## src/rtl/pong_pkg.sv

```systemverilog
// Shared state encodings, playfield constants and widths for the Pong match logic.
package pong_pkg;

  typedef enum logic [1:0] {
    IDLE  = 2'd0,
    SERVE = 2'd1,
    PLAY  = 2'd2,
    OVER  = 2'd3
  } match_state_t;

  localparam int unsigned FIELD_W = 20;
  localparam int unsigned FIELD_H = 15;
  localparam int unsigned SCORE_W = 4;
  localparam int unsigned BALL_XW = 5;

endpackage

```

## src/rtl/tick_divider.sv

```systemverilog
// Free-running game-tick divider. A new period is adopted only at the wrap,
// so the interval already in progress is never cut short.
module tick_divider #(
  parameter int unsigned MAX_PERIOD = 4,
  parameter int unsigned PW         = $clog2(MAX_PERIOD + 1)
) (
  input  logic          clk,
  input  logic          rst,
  input  logic [PW-1:0] period,
  output logic          tick
);

  logic [PW-1:0] cnt;
  logic [PW-1:0] period_q;

  assign tick = (cnt == period_q - PW'(1));

  always_ff @(posedge clk) begin
    if (rst) begin
      cnt      <= '0;
      period_q <= PW'(MAX_PERIOD);
    end else if (tick) begin
      cnt      <= '0;
      period_q <= period;
    end else begin
      cnt <= cnt + PW'(1);
    end
  end

endmodule

```

## src/rtl/pong_match_sequencer.sv

```systemverilog
// Match sequencer: gates game ticks into STEP_EN, scores goals, serve delay, winner.
// Optional PONG_SPEEDUP_EN: each goal raises a speed level (max 2), period = TICK_DIV >> level.
module pong_match_sequencer
  import pong_pkg::*;
#(
  parameter int unsigned TICK_DIV    = 6250000,
  parameter int unsigned W           = FIELD_W,
  parameter int unsigned SERVE_TICKS = 8,
  parameter int unsigned WIN_SCORE   = 7
) (
  input  logic               CLK,
  input  logic               RST,
  input  logic               START,
  input  logic [BALL_XW-1:0] BALL_X,
  output logic               STEP_EN,
  output logic [SCORE_W-1:0] PLAYER_SCORE,
  output logic [SCORE_W-1:0] COM_SCORE,
  output logic [1:0]         STATE,
  output logic               GAME_OVER,
  output logic               WINNER
);

  localparam int unsigned PW  = $clog2(TICK_DIV + 1);
  localparam int unsigned SCW = (SERVE_TICKS > 1) ? $clog2(SERVE_TICKS) : 1;

  match_state_t       state;
  match_state_t       state_nxt;
  logic               start_q;
  logic               start_prev;
  logic               start_edge;
  logic               tick;
  logic [PW-1:0]      period;
  logic [SCW-1:0]     serve_cnt;
  logic [SCW-1:0]     serve_cnt_nxt;
  logic [SCORE_W-1:0] player_inc;
  logic [SCORE_W-1:0] com_inc;
  logic [SCORE_W-1:0] player_nxt;
  logic [SCORE_W-1:0] com_nxt;
  logic               goal_com;
  logic               goal_player;
  logic               goal_tick;
  logic               serve_done;
  logic               win;
  logic               step_nxt;
  logic               winner_nxt;

  assign start_edge  = start_q & ~start_prev;
  assign goal_com    = (BALL_X == BALL_XW'(0));
  assign goal_player = (BALL_X == BALL_XW'(W - 1));
  assign goal_tick   = tick & (goal_com | goal_player);
  assign serve_done  = tick & (serve_cnt == SCW'(SERVE_TICKS - 1));
  assign player_inc  = (PLAYER_SCORE == '1) ? PLAYER_SCORE : PLAYER_SCORE + SCORE_W'(1);
  assign com_inc     = (COM_SCORE == '1) ? COM_SCORE : COM_SCORE + SCORE_W'(1);
  assign win         = (goal_com    && (com_inc    == SCORE_W'(WIN_SCORE))) ||
                       (goal_player && (player_inc == SCORE_W'(WIN_SCORE)));
  assign STATE       = state;

`ifdef PONG_SPEEDUP_EN
  logic [1:0] level;
  logic [1:0] level_nxt;
  assign period = PW'(TICK_DIV >> level);
`else
  assign period = PW'(TICK_DIV);
`endif

  tick_divider #(
    .MAX_PERIOD (TICK_DIV),
    .PW         (PW)
  ) u_tick_divider (
    .clk    (CLK),
    .rst    (RST),
    .period (period),
    .tick   (tick)
  );

  always_ff @(posedge CLK) begin
    if (RST) state <= IDLE;
    else     state <= state_nxt;
  end

  always_comb begin
    state_nxt = state;
    case (state)
      IDLE:    if (start_edge) state_nxt = SERVE;
      SERVE:   if (serve_done) state_nxt = PLAY;
      PLAY:    if (goal_tick)  state_nxt = win ? OVER : SERVE;
      OVER:    if (start_edge) state_nxt = SERVE;
      default: state_nxt = IDLE;
    endcase
  end

  always_comb begin
    step_nxt      = (state == PLAY) && tick;
    player_nxt    = PLAYER_SCORE;
    com_nxt       = COM_SCORE;
    winner_nxt    = WINNER;
    serve_cnt_nxt = serve_cnt;
`ifdef PONG_SPEEDUP_EN
    level_nxt     = level;
`endif
    case (state)
      IDLE, OVER: begin
        if (start_edge) begin
          player_nxt    = '0;
          com_nxt       = '0;
          winner_nxt    = 1'b0;
          serve_cnt_nxt = '0;
`ifdef PONG_SPEEDUP_EN
          level_nxt     = 2'd0;
`endif
        end
      end
      SERVE: if (tick) serve_cnt_nxt = serve_cnt + SCW'(1);
      PLAY: begin
        // The goal step doubles as the recenter step, so it is issued even on the winning goal.
        if (goal_tick) begin
          if (goal_com) com_nxt    = com_inc;
          else          player_nxt = player_inc;
          if (win)      winner_nxt = goal_com;
          serve_cnt_nxt = '0;
`ifdef PONG_SPEEDUP_EN
          level_nxt     = (level == 2'd2) ? level : level + 2'd1;
`endif
        end
      end
      default: ;
    endcase
  end

  always_ff @(posedge CLK) begin
    if (RST) begin
      start_q      <= 1'b0;
      start_prev   <= 1'b0;
      STEP_EN      <= 1'b0;
      PLAYER_SCORE <= '0;
      COM_SCORE    <= '0;
      GAME_OVER    <= 1'b0;
      WINNER       <= 1'b0;
      serve_cnt    <= '0;
`ifdef PONG_SPEEDUP_EN
      level        <= 2'd0;
`endif
    end else begin
      start_q      <= START;
      start_prev   <= start_q;
      STEP_EN      <= step_nxt;
      PLAYER_SCORE <= player_nxt;
      COM_SCORE    <= com_nxt;
      GAME_OVER    <= (state_nxt == OVER);
      WINNER       <= winner_nxt;
      serve_cnt    <= serve_cnt_nxt;
`ifdef PONG_SPEEDUP_EN
      level        <= level_nxt;
`endif
    end
  end

endmodule

```

## config.mk

```make
export PLATFORM = sky130hd
export DESIGN_NAME = pong_match_sequencer
export DESIGN_NICKNAME = d
export VERILOG_FILES = /design/src/rtl/pong_pkg.sv /design/src/rtl/tick_divider.sv /design/src/rtl/pong_match_sequencer.sv
export SDC_FILE = /design/constraint.sdc
export NUM_CORES = 1
export LEC_CHECK = 0
export CORE_ASPECT_RATIO = 0.7
export CORE_MARGIN = 1
export CORE_UTILIZATION = 40
export DETAILED_ROUTE_END_ITERATION = 10
export GPL_TIMING_DRIVEN = 0
export PLACE_DENSITY = 0.64
export SETUP_SLACK_MARGIN = 0.1
export SKIP_LAST_GASP = 1
export SLEW_MARGIN = 10
export SYNTH_ARGS = -nofsm -noshare
export SYNTH_HDL_FRONTEND = slang
export SYNTH_HIERARCHICAL = 1
export SYNTH_SLANG_ARGS = --single-unit
export TNS_END_PERCENT = 5
```

## constraint.sdc

```tcl
create_clock -name CLK -period 5.55 [get_ports CLK]
set_clock_uncertainty 0.15 [all_clocks]
set_input_delay 1.665 -clock CLK [delete_from_list [all_inputs] [get_ports CLK]]
set_output_delay 1.665 -clock CLK [all_outputs]
set_load 0.02 [all_outputs]
```

==> flow_results.xml <==
<?xml version="1.0" encoding="UTF-8"?>
<metrics>
  <group name="clocking">
    <metric name="clock_insertion_delay_worst_skew" unit="ns">0.34</metric>
    <metric name="tritoncts" unit="">built</metric>
    <metric name="clkSlewWorstSetupHoldPaths" unit="ns">0.06</metric>
    <metric name="root_buffer" unit="">sky130_fd_sc_hd__clkbuf_16</metric>
    <metric name="ctsHoldBuffers" unit="">0</metric>
    <metric name="tritoncts_num_sinks" unit="">64</metric>
    <metric name="post_cts_buffers" unit="">0</metric>
    <metric name="post_cts_sizing" unit="">0</metric>
    <metric name="cts_made_buffers" unit="">9</metric>
    <metric name="clockBufferDepth" unit="">2</metric>
    <metric name="cts_h_tree_depth" unit="">3</metric>
  </group>
  <group name="sta">
    <metric name="hold_ws" unit="ns">0.3364</metric>
    <metric name="slew_headroom" unit="%">39.39</metric>
    <metric name="fmaxAchievable" unit="GHz">0.2018</metric>
    <metric name="setup-violations-final" unit="">0</metric>
    <metric name="setup_ws" unit="ns">0.5947</metric>
    <metric name="fin_crit" unit="ns">4.955</metric>
    <metric name="setup-tns-final" unit="ns">0</metric>
    <metric name="hold_viol_final" unit="">0</metric>
    <metric name="slew_viol_final" unit="">0</metric>
    <metric name="worstMarginPinSlew" unit="ns">0.9022</metric>
    <metric name="unrepaired_setup_endpoints_after_global_routing" unit="">no</metric>
    <metric name="finalCritPeriodShare" unit="%">89.29</metric>
  </group>
  <group name="synth">
    <metric name="count_of_flip_flops_with_a_built_in_enable_after_synthesis" unit="">0</metric>
    <metric name="synth_cell_type_count" unit="">64</metric>
    <metric name="ys_ff_latch" unit="">64</metric>
    <metric name="ys_async_sr_fraction" unit="%">0</metric>
    <metric name="postSynthAreaPerCell" unit="sq um">8.242</metric>
    <metric name="synthesis.instances" unit="">465</metric>
    <metric name="netlist.top_cell.by_area" unit="">sky130_fd_sc_hd__dfxtp_1</metric>
    <metric name="yosysWarningCount" unit="">6</metric>
    <metric name="synth_top_cell_area_share" unit="%">33.43</metric>
    <metric name="cell_area_after_technology_mapping" unit="sq mm">0.003832</metric>
    <metric name="ys_dominant_reg_cell" unit="">sky130_fd_sc_hd__dfxtp_1</metric>
    <metric name="synthTopCellsByArea" unit="">sky130_fd_sc_hd__dfxtp_1 (33%), sky130_fd_sc_hd__xnor2_1 (6.9%), sky130_fd_sc_hd__xor2_1 (5.3%)</metric>
    <metric name="ys_seq_area_share" unit="%">33.43</metric>
  </group>
  <group name="critical_path">
    <metric name="critical_path_peak_fanout" unit="">10</metric>
    <metric name="setup.worst_path.end_class" unit="">register</metric>
    <metric name="timing.critical_path.from_type" unit="">register</metric>
    <metric name="worst-endpoint-required" unit="ns">5.66</metric>
    <metric name="rr_startpoint" unit="">u_tick_divider/period_q[4]$_SDFFE_PP1N_</metric>
    <metric name="setup.worst_path.class" unit="">reg -&gt; reg</metric>
    <metric name="setup.worst_path.start" unit="">u_tick_divider/period_q[4]$_SDFFE_PP1N_</metric>
    <metric name="r2r.worst_path.cells" unit="">13</metric>
    <metric name="critPathArrivalTime" unit="ns">5.07</metric>
  </group>
  <group name="floorplan">
    <metric name="chipHeight" unit="microns">83.90</metric>
    <metric name="starting_density" unit="%">41.75</metric>
    <metric name="ioPinCount" unit="">21</metric>
    <metric name="die_area" unit="sq mm">0.009983</metric>
    <metric name="die_x" unit="microns">119.0</metric>
    <metric name="core.rowCount" unit="">29</metric>
    <metric name="core_area" unit="sq mm">0.009180</metric>
  </group>
  <group name="cells_and_area">
    <metric name="synthToLayoutAreaGrowth" unit="%">18.90</metric>
    <metric name="finish.net_count" unit="">532</metric>
    <metric name="finalCoreUtilization" unit="%">49.64</metric>
    <metric name="final_cell_count_no_fill" unit="">645</metric>
    <metric name="layout.cell_area.non_filler" unit="sq mm">0.004557</metric>
    <metric name="antenna-diode-count" unit="">0</metric>
    <metric name="drive_gt1_share" unit="%">7.102</metric>
  </group>
  <group name="detailed_routing">
    <metric name="wl_met1" unit="mm">5.190</metric>
    <metric name="drtAntennaViolNets" unit="">0</metric>
    <metric name="vias" unit="">3571</metric>
    <metric name="routed-wl-met2" unit="mm">3.957</metric>
    <metric name="topRoutingLayerUsed" unit="">met4</metric>
    <metric name="detail_route.iter0.violations" unit="">317</metric>
    <metric name="route.detailed.wl_per_inst" unit="microns">15.52</metric>
    <metric name="drt_first_pass_iters" unit="">5</metric>
    <metric name="avgViaCountPerCell" unit="">5.536</metric>
    <metric name="drt_drc_violations_left" unit="">0</metric>
    <metric name="wl" unit="mm">10.01</metric>
    <metric name="dr_wl_met3" unit="microns">760</metric>
  </group>
  <group name="grt">
    <metric name="grt.total_usage" unit="%">21.42</metric>
    <metric name="gr-total-overflow" unit="">0</metric>
    <metric name="grt_start_max_net_pins" unit="">11</metric>
    <metric name="antenna_found_initial" unit="">0</metric>
    <metric name="grt_first_pass_wirelength" unit="mm">16.60</metric>
    <metric name="first_global_vias" unit="">3238</metric>
  </group>
  <group name="power_and_ir_drop">
    <metric name="p_int" unit="mW">0.8626</metric>
    <metric name="p_leak" unit="nW">1.647</metric>
    <metric name="power_switching" unit="mW">0.2493</metric>
    <metric name="comb_power_share" unit="%">6.4</metric>
    <metric name="clockPowerShare" unit="%">51.3</metric>
    <metric name="power_switching_share" unit="%">22.42</metric>
    <metric name="pwr-share-seq" unit="%">42.2</metric>
    <metric name="finalPower" unit="mW">1.112</metric>
    <metric name="power.density" unit="mW/mm^2">244.0</metric>
    <metric name="max-vdd-ir-drop" unit="uV">185.7</metric>
  </group>
  <group name="placement">
    <metric name="gpl.final_weighted_congestion" unit="">0.8648</metric>
    <metric name="placedInstanceArea" unit="sq mm">0.004257</metric>
    <metric name="place_hpwl" unit="mm">7.540</metric>
    <metric name="dp_worst_setup_slack" unit="ns">0.7458</metric>
    <metric name="cell_count_post_placement" unit="">629</metric>
    <metric name="place.port_buffers" unit="">19</metric>
  </group>
  <group name="run_status">
    <metric name="run_status" unit="">complete, no violations</metric>
  </group>
  <group name="worst_hold_path">
    <metric name="timing.hold.worst.start" unit="">start_q$_SDFF_PP0_</metric>
    <metric name="timing.hold.worst.class" unit="">reg -&gt; reg</metric>
    <metric name="hold-path-cell-count" unit="">1</metric>
  </group>
  <group name="flow_run">
    <metric name="max_cap_viol_count" unit="">0</metric>
  </group>
</metrics>
[power groups by stage]
stage	sequential [mW]	clock, mW	combinational (mW)
after floorplan	0.480	0	0.0471
after global placement	0.479	0	0.0680
after detailed placement	0.479	0	0.0699
after CTS	0.469	0.586	0.0705
after global routing	0.470	0.606	0.0800
final	0.470	0.571	0.0716
[cell usage after synthesis (2+ instances only)]
library cell,instances
sky130_fd_sc_hd__nand3_1,18
sky130_fd_sc_hd__nand2_1,20
sky130_fd_sc_hd__o21ai_0,7
sky130_fd_sc_hd__and4_1,4
sky130_fd_sc_hd__or2_2,3
sky130_fd_sc_hd__o31ai_1,11
sky130_fd_sc_hd__or3_1,3
sky130_fd_sc_hd__nand3b_1,4
sky130_fd_sc_hd__xor2_1,23
sky130_fd_sc_hd__ha_1,8
sky130_fd_sc_hd__o211ai_1,14
sky130_fd_sc_hd__inv_1,26
sky130_fd_sc_hd__nand4_1,31
sky130_fd_sc_hd__nor3_1,40
sky130_fd_sc_hd__a22oi_1,2
sky130_fd_sc_hd__buf_2,7
sky130_fd_sc_hd__and3_1,9
sky130_fd_sc_hd__conb_1,2
sky130_fd_sc_hd__a31oi_1,3
sky130_fd_sc_hd__xnor2_1,30
sky130_fd_sc_hd__mux2i_1,2
sky130_fd_sc_hd__buf_6,3
sky130_fd_sc_hd__a21oi_1,29
sky130_fd_sc_hd__nor2b_1,6
sky130_fd_sc_hd__a221o_1,2
sky130_fd_sc_hd__clkbuf_1,15
sky130_fd_sc_hd__nor2_1,25
sky130_fd_sc_hd__or4_1,2
sky130_fd_sc_hd__dfxtp_1,64
sky130_fd_sc_hd__nor3b_1,3
sky130_fd_sc_hd__o21ai_1,3
sky130_fd_sc_hd__and2_1,3
sky130_fd_sc_hd__a311oi_1,2
sky130_fd_sc_hd__nor4_1,6
sky130_fd_sc_hd__nand2b_1,4
sky130_fd_sc_hd__o2111a_1,3
[kinds of logic (layout without fill, tap and decap cells)]
kind of cell / Yosys count / count (layout) / synth area share (%)
AOI/OAI and AO/OA: 95 / 95 / 17.40
xor gates and xnor gates: 53 / 53 / 12.11
adders and majority gates: 8 / 8 / 2.612
buffers and inverters: 52 / 87 / 5.909
DFF: 64 / 64 / 33.43
muxes: 3 / 3 / 0.8162
other: 2 / 23 / 0.1960
and+or+nand+nor: 188 / 188 / 27.52
[cell usage in the layout, fill, tap and decap left out, types with 11 or more instances in the layout]
cell                              count
sky130_fd_sc_hd__nor2_1              25
sky130_fd_sc_hd__xor2_1              23
sky130_fd_sc_hd__o211ai_1            14
sky130_fd_sc_hd__xnor2_1             30
sky130_fd_sc_hd__o31ai_1             11
sky130_fd_sc_hd__nor3_1              40
sky130_fd_sc_hd__clkbuf_1            17
sky130_fd_sc_hd__nand3_1             18
sky130_fd_sc_hd__inv_1               26
sky130_fd_sc_hd__nand2_1             20
sky130_fd_sc_hd__clkdlybuf4s50_1     19
sky130_fd_sc_hd__nand4_1             31
sky130_fd_sc_hd__dfxtp_1             64
sky130_fd_sc_hd__conb_1              23
sky130_fd_sc_hd__a21oi_1             29
[routing by layer]
layer  vias up  global-route usage, %
li1       1793                      -
met1      1675                  31.35
met2        93                  29.18
met3        10                  7.309
met4         0                  5.754
met5         -                      0
[area by class of cell]
type,instances,area (sq um)
Clock inverter,3,40.04
Sequential cell,64,1281
Multi-Input combinational cell,370,2404
Tap cell,124,155.1
Timing Repair Buffer,19,190.2
Buffer,26,128.9
Inverter,26,97.59
Clock buffer,13,260.3
Fill cell,862,4623
[state kept, by name, summed over array words and instances (netlist names), 2 cells and up]
signal,cells
serve_cnt,3
COM_SCORE,4
u_tick_divider/cnt,23
u_tick_divider/period_q,23
STATE,2
PLAYER_SCORE,4
[worst paths after layout]
| kind | to | slack (ns) |
|---|---|---|
| min | start_prev$_SDFF_PP0_ | 0.34 |
| min reg2reg | start_prev$_SDFF_PP0_ | 0.34 |
| max | GAME_OVER$_SDFF_PP0_ | 0.59 |
| max reg2reg | GAME_OVER$_SDFF_PP0_ | 0.59 |
[critical path, stage by stage (launching register included)]
cell and delay, ns:
sky130_fd_sc_hd__dfxtp_1 0.29, sky130_fd_sc_hd__clkbuf_1 0.20, sky130_fd_sc_hd__nor3_1 0.75, sky130_fd_sc_hd__nand4_1 0.37, sky130_fd_sc_hd__nor2_1 0.23, sky130_fd_sc_hd__nand3_1 0.13, sky130_fd_sc_hd__a221o_1 0.43, sky130_fd_sc_hd__buf_2 0.22
sky130_fd_sc_hd__nor3_1 0.76, sky130_fd_sc_hd__nor3b_4 0.43, sky130_fd_sc_hd__nand2_1 0.12, sky130_fd_sc_hd__o41ai_2 0.46, sky130_fd_sc_hd__a221oi_1 0.17, sky130_fd_sc_hd__nor2b_1 0.15
No activity file was read; power rests on OpenSTA's default activity.
